<file path="src/rtl/mem_pkg.sv">
// Shared definitions for the fetch/memory datapath slice: widths, mux encodings
// and the boot-loader state encoding.
package mem_pkg;

  localparam int DEF_ADDR_W = 8;
  localparam int DEF_DATA_W = 8;

  localparam logic [1:0] RIN_MBR  = 2'b00;
  localparam logic [1:0] RIN_ACC  = 2'b01;
  localparam logic [1:0] RIN_RF   = 2'b10;
  localparam logic [1:0] RIN_ZERO = 2'b11;

  localparam logic MAR_SRC_PC  = 1'b0;
  localparam logic MAR_SRC_MBR = 1'b1;
  localparam logic MBR_SRC_RAM = 1'b0;
  localparam logic MBR_SRC_ALU = 1'b1;

  typedef enum logic {
    BOOT = 1'b0,
    RUN  = 1'b1
  } boot_state_e;

endpackage

</file>
<file path="src/rtl/ram_256x8.sv">
// Program/data RAM: one synchronous write port, one combinational read port.
// Contents are deliberately not reset so a reset mid-run keeps the program.
module ram_256x8 #(
  parameter int ADDR_W = 8,
  parameter int DATA_W = 8
) (
  input  logic              clk_i,
  input  logic              we_i,
  input  logic [ADDR_W-1:0] waddr_i,
  input  logic [DATA_W-1:0] wdata_i,
  input  logic [ADDR_W-1:0] raddr_i,
  output logic [DATA_W-1:0] rdata_o
);

  logic [DATA_W-1:0] mem_q [2**ADDR_W];

  always_ff @(posedge clk_i) begin
    if (we_i) mem_q[waddr_i] <= wdata_i;
  end

  assign rdata_o = mem_q[raddr_i];

endmodule

</file>
<file path="src/rtl/fetch_mem_unit.sv">
// PC/MAR/MBR/IR datapath with a boot loader that fills RAM from a byte stream
// and then releases the control unit by raising run.
module fetch_mem_unit
  import mem_pkg::*;
#(
  parameter int ADDR_W = DEF_ADDR_W,
  parameter int DATA_W = DEF_DATA_W
) (
  input  logic              mem_clk,
  input  logic              mem_rst,
  input  logic              MAR_we,
  input  logic              MAR_mux,
  input  logic              MBR_we,
  input  logic              MBR_mux,
  input  logic              IR_we,
  input  logic              PC_inc,
  input  logic              PC_load,
  input  logic [DATA_W-1:0] pc_load_val,
  input  logic              RAM_we,
  input  logic [1:0]        RAM_in,
  input  logic [DATA_W-1:0] alu_result,
  input  logic [DATA_W-1:0] acc_in,
  input  logic [DATA_W-1:0] rf_in,
  input  logic              prog_valid,
  input  logic [DATA_W-1:0] prog_data,
  input  logic              prog_last,
  output logic              prog_ready,
  output logic              run,
  output logic              load_full,
  output logic [ADDR_W-1:0] pc_out,
  output logic [ADDR_W-1:0] mar_out,
  output logic [DATA_W-1:0] mbr_out,
  output logic [DATA_W-1:0] ir_out
);

  boot_state_e       state_q;
  logic              run_q, ready_q, full_q;
  logic [ADDR_W-1:0] load_addr_q;
  logic [ADDR_W-1:0] pc_q, pc_d, mar_q, mar_d;
  logic [DATA_W-1:0] mbr_q, mbr_d, ir_q, ir_d;
  logic [DATA_W-1:0] ram_rdata, cpu_wdata, ram_wdata;
  logic [ADDR_W-1:0] ram_waddr;
  logic              ram_we, boot_accept;

  assign boot_accept = (state_q == BOOT) && prog_valid;

  always_ff @(posedge mem_clk or posedge mem_rst) begin
    if (mem_rst) begin
      state_q     <= BOOT;
      run_q       <= 1'b0;
      ready_q     <= 1'b1;
      full_q      <= 1'b0;
      load_addr_q <= '0;
    end else if (boot_accept) begin
      load_addr_q <= load_addr_q + ADDR_W'(1);
      // The byte landing on the top address ends the boot even without prog_last.
      if (prog_last || (load_addr_q == {ADDR_W{1'b1}})) begin
        state_q <= RUN;
        run_q   <= 1'b1;
        ready_q <= 1'b0;
        full_q  <= ~prog_last;
      end
    end
  end

  always_comb begin
    pc_d = pc_q;
    if (PC_load)     pc_d = pc_load_val[ADDR_W-1:0];
    else if (PC_inc) pc_d = pc_q + ADDR_W'(1);

    mar_d = mar_q;
    if (MAR_we) mar_d = (MAR_mux == MAR_SRC_MBR) ? mbr_q[ADDR_W-1:0] : pc_q;

    mbr_d = mbr_q;
    if (MBR_we) mbr_d = (MBR_mux == MBR_SRC_ALU) ? alu_result : ram_rdata;

    ir_d = ir_q;
    if (IR_we) ir_d = mbr_q;

    case (RAM_in)
      RIN_MBR: cpu_wdata = mbr_q;
      RIN_ACC: cpu_wdata = acc_in;
      RIN_RF:  cpu_wdata = rf_in;
      default: cpu_wdata = '0;
    endcase
  end

  always_ff @(posedge mem_clk or posedge mem_rst) begin
    if (mem_rst) begin
      pc_q  <= '0;
      mar_q <= '0;
      mbr_q <= '0;
      ir_q  <= '0;
    end else if (state_q == RUN) begin
      pc_q  <= pc_d;
      mar_q <= mar_d;
      mbr_q <= mbr_d;
      ir_q  <= ir_d;
    end
  end

  // Single write port shared between the loader and the CPU store path.
  assign ram_we    = (state_q == BOOT) ? prog_valid  : RAM_we;
  assign ram_waddr = (state_q == BOOT) ? load_addr_q : mar_q;
  assign ram_wdata = (state_q == BOOT) ? prog_data   : cpu_wdata;

  ram_256x8 #(
    .ADDR_W(ADDR_W),
    .DATA_W(DATA_W)
  ) u_ram (
    .clk_i  (mem_clk),
    .we_i   (ram_we),
    .waddr_i(ram_waddr),
    .wdata_i(ram_wdata),
    .raddr_i(mar_q),
    .rdata_o(ram_rdata)
  );

  assign prog_ready = ready_q;
  assign run        = run_q;
  assign load_full  = full_q;
  assign pc_out     = pc_q;
  assign mar_out    = mar_q;
  assign mbr_out    = mbr_q;
  assign ir_out     = ir_q;

endmodule

</file>
<file path="config.mk">
export PLATFORM = sky130hd
export DESIGN_NAME = fetch_mem_unit
export DESIGN_NICKNAME = d
export VERILOG_FILES = /design/src/rtl/mem_pkg.sv /design/src/rtl/ram_256x8.sv /design/src/rtl/fetch_mem_unit.sv
export SDC_FILE = /design/constraint.sdc
export NUM_CORES = 2
export LEC_CHECK = 0
export ABC_AREA = 1
export CAP_MARGIN = 10
export CORE_UTILIZATION = 65
export CTS_BUF_LIST = sky130_fd_sc_hd__clkbuf_4
export CTS_CLUSTER_DIAMETER = 30
export CTS_CLUSTER_SIZE = 20
export DETAILED_ROUTE_END_ITERATION = 8
export PLACE_DENSITY_LB_ADDON = 0.08
export RECOVER_POWER = 50
export SLEW_MARGIN = 20
export SYNTH_ARGS = -nofsm -noshare
export SYNTH_HDL_FRONTEND = slang
export SYNTH_SLANG_ARGS = --single-unit
</file>
<file path="constraint.sdc">
create_clock -name mem_clk -period 9.39 [get_ports mem_clk]
set_input_delay 1.4085 -clock mem_clk [delete_from_list [all_inputs] [get_ports mem_clk]]
set_output_delay 1.4085 -clock mem_clk [all_outputs]
set_load 0.005 [all_outputs]
</file>
==> out/results.ini <==
[synth]
synth-seq-area-share_pct = 73.21
synth_area_leaders = edfxtp_1, nand3_1, nand2_1
ys_warn_count = 0
ys_seq_elements = 2091
synth_area_um2 = 85480
async_flop_share_pct = 2.056
synth_top_area_cell = edfxtp_1
synth_cell_types = 34
synth_edf_count = 2048
synth-main-ff-cell = edfxtp_1
synth.most_common_cell = nand2_1
synth_top_area_share_pct = 71.95
synth_cells = 7295
synth_fp_nets = 7351
avgSynthCellArea_um2 = 11.72
synth_common_cells = nand2_1, edfxtp_1, nand3_1, buf_2, nor2_1

[floorplanning]
die_x_um = 364.6
ioPinCount = 89
std_cell_rows = 132
die-height_um = 364.6
coreArea_um2 = 130000
start_util_pct = 65.76
dieArea_um2 = 133000

[sta]
fin_hold_ws_ns = 0.4486
slew_headroom_pct = -163.1
max_freq_mhz = 144.0
fin_setup_tns_ns = 0
fin_crit_sh_pct = 73.98
clock_skew_ns = 0.09582
worst_pin_slew_ns = 3.947
period_minus_slack_ns = 6.946
finalSetupViolCount = 0
drv_slew = 1055
rsz0062_at_grt = false
hold_viol_final = 0

[setup_path]
start_kind = flop
worstPathArrival_ns = 7.50
critPathKind = reg -> reg
cp-end-kind = flop
required_ns = 9.94
path_max_fanout = 80

[clock_tree]
post_cts_buffers = 0
path_clk_slew_ns = 0.11
cts_hold_buffers = 0
clockBufferDepth = 4
cts-buffers-inserted = 387
htree_levels = 5
ctsRootBufferMaster = clkbuf_4
tritoncts = done
clk-insertion-delay-late_ns = 1.37
cts.sinks = 2091
cts_resized = 0

[outcome]
failed_checks = max-capacitance violations, max-slew violations
status = finished, violations left

[layout]
finalNonFillerCells = 9410
syn2layout_area_growth_pct = 8.990
drive_gt1_share_pct = 9.741
final_nets = 7410

[job]
max_cap_viol_count = 17

[power_and_ir_drop]
powerDensity_nw_per_um2 = 231.8
irDropWorstVdd_mv = 0.1844
p_leak_nw = 32.91

[place]
hpwl_mm = 126.3
dp_cells = 8707
port_buffers = 88
gp_congestion = 0.9131

[global_routing]
grt_usage_pct = 34.21
grt_start_max_net_pins = 211
grt_pass1_vias = 55038
antenna_found_initial = 4
gr-total-overflow = 0
grt_pass1_wl_mm = 337.5

[hold_path]
hp-class = reg -> reg

[route]
num_vias = 58334
first_iter_violations = 8271
drc = 0
ant_nets = 0
wl_per_cell_um = 24.10
viasPerCell = 6.199
drt_wl_total_mm = 226.8
dr.pass1.iters = 8

## layout by cell type, fill, tap and decap left out, types with 6 or more instances in the layout
cell type / synthesis / layout
buf_12: 0 / 11
bufinv_16: 0 / 58
o21ai_0: 30 / 30
clkbuf_1: 78 / 9
dfrtp_1: 42 / 37
nand2_1: 2199 / 2195
a21oi_1: 18 / 18
mux2_2: 7 / 7
inv_8: 1 / 6
buf_4: 34 / 54
inv_6: 0 / 22
clkdlybuf4s50_1: 0 / 79
clkinvlp_4: 0 / 42
clkinv_4: 0 / 35
inv_1: 64 / 62
dlygate4sd3_1: 0 / 9
clkinv_1: 1 / 42
edfxtp_1: 2048 / 2048
clkinv_2: 0 / 53
diode_2: 0 / 10
nor2_1: 317 / 316
nand3_1: 2045 / 2045
clkbuf_4: 0 / 438
## worst max-delay path, cell delays in order (launching register included)
cell      delay [ns]
dfrtp_1         0.69
clkbuf_1        0.44
inv_1           0.49
nand2_1         0.10
nand2_1         1.58
clkbuf_1        2.72
## state kept, by name, indices dropped and copies added, names as in the netlist
signal / flops
u_ram.mem_q: 2048
mar_out: 8
prog_ready: 1
load_full: 1
mbr_out: 8
run: 1
pc_out: 8
ir_out: 8
load_addr_q: 8
## report_power, final
group	internal [W]	switching [W]	total [W]	leakage, nW
registers	0.0105	0.0000931	0.0106	19.1
logic	0.000796	0.00247	0.00327	10.4
clock network	0.00401	0.00372	0.00774	3.38
## cells by family after synthesis
group / share of synthesized area [%]
AO/OA/AOI/OAI: 0.3689
multiplexers: 0.09222
AND/OR/NAND/NOR: 23.07
buffers and inverters: 3.173
adder cells (fa/ha/maj): 0.02927
XOR/XNOR: 0.06148
flip-flops: 73.21
## path summary, 6_finish.rpt
kind	start	endpoint	slack, ns	cells after the start
max reg2reg	run	u_ram.mem_q[227][5]	2.44	5
min in group asynchronous	mem_rst	mbr_out[6]	1.11	2
max	run	u_ram.mem_q[227][5]	2.44	5
min	prog_ready	prog_ready	0.45	2
max in group asynchronous	mem_rst	mar_out[0]	7.00	2
min reg2reg	prog_ready	prog_ready	0.45	2
## metrics by stage
step / area (µm²) / setup WS [ns] / power [W] / utilization [%]
after floorplan: 85480 / 3.588 / 0.01290 / -
after global placement: 86920 / 4.543 / 0.01393 / 66.87
after detailed placement: 86920 / 4.494 / 0.01398 / 66.87
after CTS: 93230 / 4.303 / 0.02156 / 71.73
after global routing: 93160 / 2.164 / 0.02230 / 71.67
final: 93160 / 2.444 / 0.02160 / 71.68
## final cells by class
class	instances	area (µm²)
Antenna cell	10	25.02
Clock buffer	438	3288
Clock inverter	255	3020
Fill cell	9069	36820
Inverter	72	315.3
Multi-Input combinational cell	4640	20200
Sequential cell	2091	62590
Tap cell	1742	2180
Timing Repair Buffer	162	1540
## metal layers
| layer | track usage (%) | share of wire, % |
|---|---|---|
| met2 | 52.07 | 46 |
| met5 | 0 | 0.0053 |
| met1 | 48.47 | 38 |
| met4 | 13.96 | 3.9 |
| met3 | 7.541 | 12 |
(Power assumes the default switching activity.)
